`src/rtl/simon_round_sequencer.sv`:
```
// SIMON round sequencer: LOAD, ROUNDS x 3 datapath steps, DONE pulse; drives mux selects and round-key address.
// Optional abort input enabled by defining SIMON_SEQ_ABORT_EN.
module simon_round_sequencer #(
  parameter int unsigned WORD_SIZE = 64,
  parameter int unsigned KEY_SIZE  = 128,
  parameter int unsigned ROUNDS    = 68,
  parameter int unsigned STEPS     = 3
) (
  input  logic       clk,
  input  logic       reset,
`ifdef SIMON_SEQ_ABORT_EN
  input  logic       abort,
`endif
  input  logic       start,
  input  logic       decrypt,
  output logic       busy,
  output logic       done,
  output logic       load_en,
  output logic [1:0] step_sel,
  output logic       xor_src,
  output logic       swap_en,
  output logic [7:0] round_idx,
  output logic [7:0] rk_addr
);

  if (WORD_SIZE == 0 || KEY_SIZE == 0 || ROUNDS < 1 || ROUNDS > 255 || STEPS != 3) begin : g_bad_cfg
    $error("simon_round_sequencer: unsupported parameter set");
  end

  localparam logic [7:0] LAST_ROUND = 8'(ROUNDS - 1);

  typedef enum logic [1:0] {
    S_IDLE  = 2'd0,
    S_LOAD  = 2'd1,
    S_ROUND = 2'd2,
    S_DONE  = 2'd3
  } state_t;

  state_t     state_q, state_d;
  logic [1:0] step_q, step_d;
  logic [7:0] round_q, round_d;
  logic       mode_q, mode_d;
  logic       abort_w;

`ifdef SIMON_SEQ_ABORT_EN
  assign abort_w = abort;
`else
  assign abort_w = 1'b0;
`endif

  logic       busy_d, done_d, load_en_d, xor_src_d, swap_en_d;
  logic [1:0] step_sel_d;
  logic [7:0] round_idx_d, rk_addr_d;
  logic       in_round_d;

  always_comb begin
    state_d = state_q;
    step_d  = step_q;
    round_d = round_q;
    mode_d  = mode_q;
    case (state_q)
      S_IDLE: begin
        if (start) begin
          state_d = S_LOAD;
          mode_d  = decrypt;
        end
      end
      S_LOAD: begin
        state_d = S_ROUND;
        step_d  = '0;
        round_d = '0;
      end
      S_ROUND: begin
        if (step_q == 2'd2) begin
          step_d = '0;
          if (round_q == LAST_ROUND) begin
            state_d = S_DONE;
            round_d = '0;
          end else begin
            round_d = round_q + 8'd1;
          end
        end else begin
          step_d = step_q + 2'd1;
        end
      end
      S_DONE: begin
        state_d = S_IDLE;
      end
      default: begin
        state_d = S_IDLE;
        step_d  = '0;
        round_d = '0;
      end
    endcase

    if (abort_w && (state_q == S_LOAD || state_q == S_ROUND)) begin
      state_d = S_IDLE;
      step_d  = '0;
      round_d = '0;
    end

    // Outputs are decoded from the next state so they register in step with it.
    in_round_d  = (state_d == S_ROUND);
    busy_d      = (state_d != S_IDLE);
    done_d      = (state_d == S_DONE);
    load_en_d   = (state_d == S_LOAD);
    step_sel_d  = in_round_d ? step_d : '0;
    xor_src_d   = in_round_d && (step_d == 2'd0);
    swap_en_d   = in_round_d && (step_d == 2'd2);
    round_idx_d = in_round_d ? round_d : '0;
    rk_addr_d   = '0;
    if (in_round_d) begin
      rk_addr_d = mode_d ? (LAST_ROUND - round_d) : round_d;
    end
  end

  always_ff @(posedge clk or negedge reset) begin
    if (!reset) begin
      state_q   <= S_IDLE;
      step_q    <= '0;
      round_q   <= '0;
      mode_q    <= 1'b0;
      busy      <= 1'b0;
      done      <= 1'b0;
      load_en   <= 1'b0;
      step_sel  <= '0;
      xor_src   <= 1'b0;
      swap_en   <= 1'b0;
      round_idx <= '0;
      rk_addr   <= '0;
    end else begin
      state_q   <= state_d;
      step_q    <= step_d;
      round_q   <= round_d;
      mode_q    <= mode_d;
      busy      <= busy_d;
      done      <= done_d;
      load_en   <= load_en_d;
      step_sel  <= step_sel_d;
      xor_src   <= xor_src_d;
      swap_en   <= swap_en_d;
      round_idx <= round_idx_d;
      rk_addr   <= rk_addr_d;
    end
  end

endmodule

```
`config.mk`:
```
export PLATFORM = sky130hd
export DESIGN_NAME = simon_round_sequencer
export DESIGN_NICKNAME = d
export VERILOG_FILES = /design/src/rtl/simon_round_sequencer.sv
export SDC_FILE = /design/constraint.sdc
export NUM_CORES = 1
export LEC_CHECK = 0
export ABC_AREA = 0
export BUFFER_PORTS_ARGS = -buffer_cell sky130_fd_sc_hd__clkbuf_2
export CAP_MARGIN = 30
export CORE_MARGIN = 2
export CORE_UTILIZATION = 54
export DETAILED_ROUTE_END_ITERATION = 16
export PLACE_DENSITY_LB_ADDON = 0.15
export SLEW_MARGIN = 20
export SYNTH_ARGS = -nofsm -noshare
export SYNTH_HDL_FRONTEND = slang
export SYNTH_SLANG_ARGS = --single-unit
```
`constraint.sdc`:
```
create_clock -name clk -period 2.83 [get_ports clk]
set_input_delay 0.283 -clock clk [delete_from_list [all_inputs] [get_ports clk]]
set_output_delay 0.283 -clock clk [all_outputs]
set_load 0.01 [all_outputs]
```
[Yosys cells after proc, flatten, opt, wreduce, memory -nomap -nowiden]
Index checks and enable logic that the tools add are counted.
Operators by class
  $add $sub $neg: 3
  eq/ne operators: 9
  multiplexer cells: 15
  reductions and logical operators: 5
Operator list (count)
  8-bit 2-to-1 mux: 5
  8-bit case mux with 2 select lines: 1
  2-bit == test, second input constant: 6
  2-bit 2-to-1 mux: 5
  8-bit by 1-bit adder with 8-bit output, second input constant: 1
  8-bit by 7-bit == test with 1-bit output, second input constant: 1
  2-bit case mux with 4 select lines: 1
  7-bit by 8-bit subtractor with 8-bit output, first input constant: 1
  2-bit by 1-bit == test with 1-bit output, second input constant: 2
  2-bit logical NOT: 2
  2-bit case mux with 2 select lines: 1
  2-bit by 1-bit adder with 2-bit output, second input constant: 1
  1-bit logical AND: 2
  1-bit 2-to-1 mux: 2
  2-bit nonzero test: 1
Storage, ports and cells
  flip-flop bits (word level): 36

[Logic depth before layout (Yosys ltp)]
Gate-level depths: netlist of run 1.
  word-level depth: 7
  mapped depth: 10
  depth with buffers taken out: 9

[Least setup slack after synthesis of run 1]
No wires, ideal clock.
  kind: register -> register
  start point: register state_q[0]
  end point: register rk_addr[6]
  arrival time: 2377 ps
  data required time: 2753 ps
  path slack: 375 ps
  stages on the path, launching flop included: 11
  path through: dfrtp_1 -> inv_1 -> ha_1 -> buf_4 -> nand2_1 -> or4b_1 -> o21a_1 -> ha_1 -> and2_1 -> a31o_2 -> a21oi_1
On the way
  elaborated cells between the ends (all ways): 14
  those cells by class: add/sub: 1; eq/ne: 4; mux: 8; reduce/logical: 1
RTL lines
  start: declaration: line 39  | state_t state_q, state_d;
  start signal: assignment: line 132  | state_q <= state_d;
  2-bit == test, or another cell as far along: line 61  | case (state_q)
  2-bit case mux with 4 select lines (*): line 61
  named net state_d[1]: line 39
  2-bit == test (*): line 103  | in_round_d = (state_d == S_ROUND);
  8-bit 2-to-1 mux (*): line 112  | if (in_round_d) begin
  named net rk_addr_d[6]: line 53  | logic [7:0] round_idx_d, rk_addr_d;
  end signal: assignment: line 143  | rk_addr <= rk_addr_d;
  end: declaration: line 23  | output logic [7:0] rk_addr
Mark *: on every way through the listed nets, which the timed path passes. The rest lies on a longest branch.

[Final worst setup path of run 1]
Ends and elaborated chain as after synthesis.

==> impl_metrics.tcl, run 1 <==
set metrics [dict create \
    overflow 0 \
    grt_max_degree 36 \
    highest_layer "met4" \
    setup_viol 0 \
    cp_max_fo 8 \
    synth_ff_type "dfrtp_1" \
    ctsHtreeMaxLevel 2 \
    hold_violations 0 \
    synthTopCellsByCount "dfrtp_1 (35), nor2_1 (15), inv_1 (11)" \
    die_x_um 57.97 \
    via_per_inst 5.650 \
    clk_latency_ns 0.34 \
    cts.sinks 35 \
    cts_tree "yes" \
    fin_crit_ns 2.507 \
    cts-root-buf "clkbuf_4" \
    cts.reportedPaths.clkPinSlew_ns 0.11 \
    setup_tns_ns 0 \
    post_cts_resize_count 0 \
    synth_cell_types 38 \
    drtIter0Drc 12 \
    nets 183 \
    vias 1164 \
    yosys.area.top_type "dfrtp_1" \
    routedWlPerCell_um 14.77 \
    ir_worst_vdd_uv 752.2 \
    worst_pin_slew_ns 0.8064 \
    numCtsBuffers 5 \
    max_freq_mhz 398.9 \
    place_ws_ns 0.3556 \
    r2r_start "state_q[0]" \
    drcViolationCount 0 \
    status "complete, no violations" \
    crit_type "reg -> reg" \
    synthTopCellsByArea "dfrtp_1 (56%), ha_1 (4.0%), nor2_1 (3.6%)" \
    dr_wl_met2_um 1488 \
    post-dp-hpwl_um 2307 \
    cp-end-kind "flop" \
    grt_pass1_vias 1146 \
    drt-total-wl_um 3042 \
    synth_enable_flop_cells 0 \
    ctsHoldBuffers 0 \
    routed-wl-met3_um 138 \
    place.gp.congestion 0.8260 \
    netlist.area_leader.share_pct 55.69 \
    holdCritPathClass "in -> async" \
    finalCritPeriodShare_pct 88.58 \
    netlist_instances 141 \
    ys_warn_count 0 \
    seq_area_frac_synth_pct 55.69 \
    n_antenna_cell 0 \
    cts_buffer_depth 2 \
    crit_path_start "state_q[0]" \
    fp.coreArea_mm2 0.002758 \
    report.final.slew_viol_count 0 \
    critPathRequiredTime_ns 3.10 \
    drv_cap 0 \
    cts_setup_buffers 0 \
    dp_cells 198 \
    synth.avg_cell_area_um2 11.15 \
    start_util_pct 57.03 \
    wl_met1_um 1363 \
    io-pin-count 27 \
    critPathArrivalTime_ns 2.77 \
    final_antenna_net_count 0 \
    fin_skew_ns 0.01084 \
    track_usage_pct 21.20 \
    setup.worst_path.start_class "flop" \
    die_area_mm2 0.003360 \
    synth_fp_nets 150 \
    netlist_area_mm2 0.001573 \
    grt_pass1_wl_um 5271 \
    relSlewSlack_pct 46.24 \
    die_h_um 57.97 \
    dr.pass1.iters 4 \
    synth_seq_cells 35 \
    stdcell_count 206 \
    synth.most_common_cell "dfrtp_1" \
    p_leak_nw 0.9116 \
    grt_setup_unrepaired "no" \
    async_flop_share_pct 100.0 \
    port-buffer-count 26 \
    syn_to_final_growth_pct 14.56 \
    power-per-cell-area_mw_per_mm2 898.9 \
    setup_ws_ns 0.3232 \
    antenna_found_initial 0 \
    drive_gt1_share_pct 26.86 \
    rows 19 \
]
## registers in the layout, indices dropped and copies added, names as in the netlist, 2 cells and up
register   cells
state_q        2
round_idx      7
round_q        8
rk_addr        8
step_sel       2
step_q         2
## worst max-delay path, stage by stage, from the launching register on
cell     delay [ns]
dfrtp_1        0.39
inv_1          0.09
ha_1           0.30
nand2_1        0.17
or4b_1         0.51
o21a_1         0.25
ha_1           0.22
and2_1         0.15
a31o_2         0.23
a21oi_1        0.13
## metrics by stage
step	hold WS, ns	util [%]	power (mW)	cell area (um^2)
after CTS	0.04435	65.34	1.628	1802
after detailed placement	0.4216	63.25	1.366	1744
after global routing	0.07742	65.34	1.749	1802
after global placement	0.4116	63.25	1.335	1744
after floorplan	-0.01259	-	1.155	1573
final	0.01365	65.34	1.620	1802
## per-layer routing
metal  vias up  GRT usage, %
met2        26         32.63
li1        565             -
met3         7         6.696
met1       566         28.25
met4         0         7.973
met5         -             0
## kinds of logic after synthesis
kind of cell / count (synthesis) / share of synthesized area, %
adder cells (fa/ha/maj): 5 / 3.978
XOR/XNOR: 5 / 2.785
AND/OR/NAND/NOR: 52 / 17.98
buffers and inverters: 14 / 3.898
AO/OA/AOI/OAI: 26 / 12.97
multiplexers: 4 / 2.705
flip-flops: 35 / 55.69
## layout make-up
| class | instances | area [um^2] |
|---|---|---|
| clock buffer | 5 | 37.54 |
| clock inverter | 3 | 20.02 |
| tap | 31 | 38.79 |
| fill | 220 | 955.9 |
| multi-input combinational | 92 | 635.6 |
| inverter | 11 | 41.29 |
| timing repair buffer | 29 | 152.6 |
| sequential | 35 | 875.8 |
## placed cells by master (no fill, tap or decap), types with 5 or more instances in the layout
master    Yosys  layout
clkbuf_2      0      26
clkbuf_4      0       5
dfrtp_1      35      35
ha_1          5       5
inv_1        11      11
nand2_1       7       7
nor2_1       15      15
nor3_1        9       9
## path summary, 6_finish.rpt
| kind | end | slack (ns) | cells after the start |
|---|---|---|---|
| setup / recovery | rk_addr[6] | 0.32 | 9 |
| hold / removal | swap_en | 0.01 | 1 |
| setup reg to reg | rk_addr[6] | 0.32 | 9 |
| hold reg to reg | step_sel[0] | 0.58 | 1 |
| max in group asynchronous | round_idx[7] | 2.31 | 1 |
| min in group clk | rk_addr[3] | 0.34 | 4 |
## report_power, final
part	switching, mW	leakage, nW	internal (mW)
clock network	0.164	0.0272	0.0947
registers	0.0532	0.473	0.598
logic	0.462	0.411	0.248
total	0.679	0.912	0.940
(Power assumes the default switching activity.)
==> inputs of run 2 (changes only) <==
--- a/config.mk
+++ b/config.mk
@@ -9,8 +9,9 @@
 export BUFFER_PORTS_ARGS = -buffer_cell sky130_fd_sc_hd__clkbuf_2
 export CAP_MARGIN = 30
 export CORE_MARGIN = 2
-export CORE_UTILIZATION = 54
+export CORE_UTILIZATION = 40
 export DETAILED_ROUTE_END_ITERATION = 16
+export HOLD_SLACK_MARGIN = 0.1
 export PLACE_DENSITY_LB_ADDON = 0.15
 export SLEW_MARGIN = 20
 export SYNTH_ARGS = -nofsm -noshare
==> run 2 against run 1 <==
Effect of this change:
- combinational power grew 1%
- setup slack lost 0.048 ns
- flip-flop and latch count is the same
- non-clock buffer count grew 2
- utilization shrank 14 points
- power grew 8.4%
- hold slack gained 0.39 ns
- sequential power is essentially flat
- sequential share of layout area shrank 2.4 points
- critical path depth is the same
- clock skew shrank 0.0049 ns
- critical endpoint unchanged
- largest cell class unchanged
- largest power group unchanged
- highest routed layer unchanged
==> impl_metrics.tcl, run 2 (synthesis results as in run 1) <==
set metrics [dict create \
    die_area_mm2 0.004450 \
    r2r_start "state_q[0]" \
    cp-end-kind "flop" \
    ir_worst_vdd_uv 337.6 \
    max_freq_mhz 391.5 \
    cts.sinks 35 \
    grt_pass1_vias 1129 \
    netSwitchingFraction_pct 38.88 \
    drcViolationCount 0 \
    relSlewSlack_pct 53.41 \
    clk_latency_ns 0.28 \
    pwr-share-comb_pct 41.0 \
    status "complete, no violations" \
    grt_pass1_wl_um 5278 \
    cts-root-buf "clkbuf_8" \
    report.final.slew_viol_count 0 \
    start_util_pct 42.32 \
    syn_to_final_growth_pct 20.53 \
    hold_ws_ns 0.4011 \
    drt-total-wl_um 3126 \
    reg2reg_to "rk_addr[6]" \
    numCtsBuffers 5 \
    antenna_found_initial 0 \
    holdCritPathClass "in -> async" \
    p_int_mw 1.073 \
    final_antenna_net_count 0 \
    final_common_cell "dfrtp_1" \
    port-buffer-count 26 \
    routedWlPerCell_um 13.89 \
    fin_crit_ns 2.554 \
    setup_viol 0 \
    drive_gt1_share_pct 26.55 \
    final_area_mm2 0.001896 \
    r2r_cells 9 \
    worst_pin_slew_ns 0.6915 \
    track_usage_pct 16.43 \
    rows 22 \
    grt_max_degree 36 \
    fin_skew_ns 0.005889 \
    place.gp.congestion 0.8175 \
    p_clk_share_pct 22.0 \
    reg_top3 "rk_addr x8, round_q x8, round_idx x7" \
    cts.reportedPaths.clkPinSlew_ns 0.07 \
    via_per_inst 5.151 \
    nets 185 \
    post_cts_resize_count 0 \
    n_antenna_cell 0 \
    cts_tree "yes" \
    vias 1159 \
    p_leak_nw 0.9495 \
    grt_setup_unrepaired "no" \
    critPathArrivalTime_ns 2.76 \
    die_x_um 66.71 \
    setup.worst_path.start_class "flop" \
    hold_violations 0 \
    overflow 0 \
    io-pin-count 27 \
    post-dp-hpwl_um 2268 \
    critPathRequiredTime_ns 3.04 \
    r2r_setup_slack_ns 0.28 \
    cp_max_fo 8 \
    drtIter0Drc 63 \
    power-per-cell-area_mw_per_mm2 925.9 \
    p_seq_share_pct 37.0 \
    die_h_um 66.71 \
    drv_cap 0 \
    finalCritPeriodShare_pct 90.26 \
    fp.coreArea_mm2 0.003716 \
    place_area_mm2 0.001765 \
    ctsHoldBuffers 0 \
    ctsHtreeMaxLevel 2 \
    p_sw_mw 0.6824 \
    final_cell_mix "dfrtp_1 (35), clkbuf_2 (26), nor2_1 (15)" \
    cts_buffer_depth 2 \
    crit_type "reg -> reg" \
    cts_setup_buffers 0 \
    setup_tns_ns 0 \
    dr.pass1.iters 4 \
]
run 2: changes by cell type in the layout (fill, tap and decap cells not counted), sizes merged:
cell / before / now
dlygate4sd3: 0 / 1
clkinvlp: 2 / 0
buf: 3 / 4
clkbuf: 31 / 34
clkinv: 1 / 0
run 2: through the flow:
| stage | util, % | std cells | power, mW | setup WS [ns] |
|---|---|---|---|---|
| after floorplan | - | 141 | 1.155 | 0.3753 |
| after global placement | 47.51 | 215 | 1.354 | 0.4363 |
| after detailed placement | 47.51 | 215 | 1.369 | 0.3112 |
| after CTS | 50.20 | 223 | 1.765 | 0.2841 |
| after global routing | 51.01 | 225 | 1.884 | 0.09810 |
| final | 51.01 | 225 | 1.755 | 0.2756 |
run 2: metal layers:
metal  GRT usage [%]  up-vias  wire, um
met2           27.00       22      1591
met4           7.908        0        65
li1                -      569         -
met5               0        -         0
met3           4.561        6       122
met1           19.76      562      1345
run 2: worst max-delay path by stage:
stage | slack (ns) | start | to
floorplan | 0.38 | state_q[0] | rk_addr[6]
finish | 0.28 | state_q[0] | rk_addr[6]
detailed placement | 0.31 | state_q[0] | rk_addr[6]
global placement | 0.44 | state_q[0] | rk_addr[6]
CTS | 0.28 | state_q[0] | rk_addr[6]
global route | 0.1 | state_q[0] | rk_addr[6]
run 2: power groups by stage:
stage / Clock [mW] / Sequential, mW / Combinational (mW)
6_report: 0.386 / 0.650 / 0.719
5_1_grt: 0.420 / 0.660 / 0.805
4_1_cts: 0.397 / 0.649 / 0.719
3_5_place_dp: 0 / 0.659 / 0.711
3_3_place_gp: 0 / 0.654 / 0.700
2_1_floorplan: 0 / 0.679 / 0.476
run 2: final cells by class:
cell class                      count  area, um^2
Clock buffer                        8       100.1
Fill cell                         362        1821
Inverter                           11       41.29
Multi-Input combinational cell     92       635.6
Sequential cell                    35       875.8
Tap cell                           48       60.06
Timing Repair Buffer               31       182.7
run 2: critical path: stages (launching register included):
cell and delay, ns:
dfrtp_1 0.39, inv_1 0.12, ha_1 0.25, nand2_1 0.20, or4b_1 0.51, o21a_1 0.26
ha_1 0.23, and2_1 0.15, a31o_2 0.24, a21oi_1 0.13
==> inputs of run 3 (changes only) <==
--- a/config.mk
+++ b/config.mk
@@ -13,6 +13,7 @@
 export DETAILED_ROUTE_END_ITERATION = 16
 export HOLD_SLACK_MARGIN = 0.1
 export PLACE_DENSITY_LB_ADDON = 0.15
+export RECOVER_POWER = 50
 export SLEW_MARGIN = 20
 export SYNTH_ARGS = -nofsm -noshare
 export SYNTH_HDL_FRONTEND = slang
==> run 3 against run 2 <==
Effect of this change:
- wire length rose by 0.16%
- clock skew did not move
- hold slack improved by 0.058 ns
- via count rose by 0.17%
- power fell by 0.70%
- global-route usage did not move
- setup slack barely moved
- die area did not move
- maximum frequency barely moved
- first-iteration DRC count rose by 1.6%
- flip-flop and latch count did not move
- critical endpoint unchanged
==> impl_metrics.tcl, run 3 (synthesis results as in run 1) <==
set metrics [dict create \
    busiest_layer "met2" \
    clk_latency_ns 0.28 \
    hold_violations 0 \
    die_area_mm2 0.004450 \
    grt_pass1_wl_um 5278 \
    start_util_pct 42.32 \
    hold_ws_ns 0.4591 \
    power-per-cell-area_mw_per_mm2 934.9 \
    grt_max_degree 36 \
    fp.coreArea_mm2 0.003716 \
    grt_pass1_vias 1129 \
    cts_tree "yes" \
    critPathArrivalTime_ns 2.76 \
    worst_path_max_delay_cell "or4b_1" \
    port-buffer-count 26 \
    met2_usage_pct 27.00 \
    setup_viol 0 \
    cts_buffer_depth 2 \
    holdCritPathClass "in -> async" \
    drt-total-wl_um 3131 \
    final_common_cell "dfrtp_1" \
    overflow 0 \
    report.final.slew_viol_count 0 \
    syn_to_final_growth_pct 18.54 \
    drive_gt1_share_pct 19.21 \
    p_leak_nw 0.9016 \
    routedWlPerCell_um 13.92 \
    gr-usage-met1_pct 19.76 \
    cts.sinks 35 \
    finalCritPeriodShare_pct 90.26 \
    cp_max_fo 8 \
    cpMostUsedCell "ha_1" \
    slowest_delay_ns 0.51 \
    setup_tns_ns 0 \
    cp-end-kind "flop" \
    critPathRequiredTime_ns 3.04 \
    ir_worst_vdd_uv 336.4 \
    final_antenna_net_count 0 \
    multi_input_area_um2 635.6 \
    relSlewSlack_pct 8.305 \
    fin_skew_ns 0.005889 \
    status "complete, no violations" \
    reg_top3 "rk_addr x8, round_q x8, round_idx x7" \
    die_h_um 66.71 \
    n_antenna_cell 0 \
    r2r_setup_slack_ns 0.28 \
    dp_cells 215 \
    place.gp.congestion 0.8175 \
    ctsHtreeMaxLevel 2 \
    final_area_mm2 0.001864 \
    setup.worst_path.start_class "flop" \
    nets 185 \
    final_cell_mix "dfrtp_1 (35), nor2_1 (15), clkbuf_1 (14), clkbuf_2 (14), inv_1 (11)" \
    post-dp-hpwl_um 2268 \
    post_cts_resize_count 0 \
    via_per_inst 5.160 \
    max_freq_mhz 391.5 \
    seq_area_um2 875.8 \
    power_mw 1.743 \
    numCtsBuffers 5 \
    cts-root-buf "clkbuf_8" \
    reg2reg_to "rk_addr[6]" \
    nFillCells 371 \
    crit_buf_inv 1 \
    cts.reportedPaths.clkPinSlew_ns 0.07 \
    drcViolationCount 0 \
    grt_setup_unrepaired "no" \
    drtIter0Drc 64 \
    stdcell_count 225 \
    r2r_start "state_q[0]" \
    critPathTopFamily "simple AND/OR/NAND/NOR gates" \
    dr.pass1.iters 4 \
    crit_type "reg -> reg" \
    rows 22 \
    vias 1161 \
    drv_cap 0 \
    track_usage_pct 16.43 \
    place_area_mm2 0.001765 \
    use_met3_pct 4.561 \
    fin_crit_ns 2.554 \
    die_x_um 66.71 \
    worst_pin_slew_ns 1.375 \
    io-pin-count 27 \
    crit_path_cell_trace "inv_1 > ha_1 > nand2_1 > or4b_1 > o21a_1 > ha_1 > and2_1 > a31o_2 > a21oi_1" \
    antenna_found_initial 0 \
    r2r_cells 9 \
]
[run 3: repair_timing]
action	4_1_cts	5_1_grt
buffers inserted	0	0
hold buffers	0	1
endpoints found under the hold margin	0	9
[run 3: stage by stage]
stage               utilization [%]  setup slack (ns)
floorplan                         -            0.3753
global placement              47.51            0.4363
detailed placement            47.51            0.3112
CTS                           50.20            0.2841
global route                  50.17           0.09810
finish                        50.17            0.2757
[run 3: worst max path at each step]
| stage | cells past startpoint | start | end |
|---|---|---|---|
| final | 9 | state_q[0] | rk_addr[6] |
| after global routing | 9 | state_q[0] | rk_addr[6] |
| after CTS | 9 | state_q[0] | rk_addr[6] |
| after detailed placement | 9 | state_q[0] | rk_addr[6] |
| after global placement | 9 | state_q[0] | rk_addr[6] |
| after floorplan | 10 | state_q[0] | rk_addr[6] |
[run 3: power by group]
group | internal (mW) | total, mW | switching (mW)
Combinational | 0.241 | 0.708 | 0.467
Clock | 0.222 | 0.386 | 0.164
Sequential | 0.599 | 0.649 | 0.0505
Total | 1.06 | 1.74 | 0.682
[run 3: worst reg2reg max path, cell delays in order, from the launching register on]
cell and delay (ns):
dfrtp_1 0.39, inv_1 0.12, ha_1 0.25, nand2_1 0.20, or4b_1 0.52, o21a_1 0.26
ha_1 0.23, and2_1 0.15, a31o_2 0.24, a21oi_1 0.13
[run 3: routing by layer]
layer  wire length, um  share of wire [%]  up-vias
li1                  -                  -      569
met1              1343                 43      564
met2              1591                 51       22
met3               130                4.2        6
met4                65                2.1        0
met5                 0                  0        -
[run 3: cell type report]
cell class / count / share of cell area [%]
clock buffers: 8 / 5.369
well taps: 48 / 3.221
repair buffers: 31 / 8.121
multi-input cells: 92 / 34.09
inverters: 11 / 2.215
flip-flops and latches: 35 / 46.98
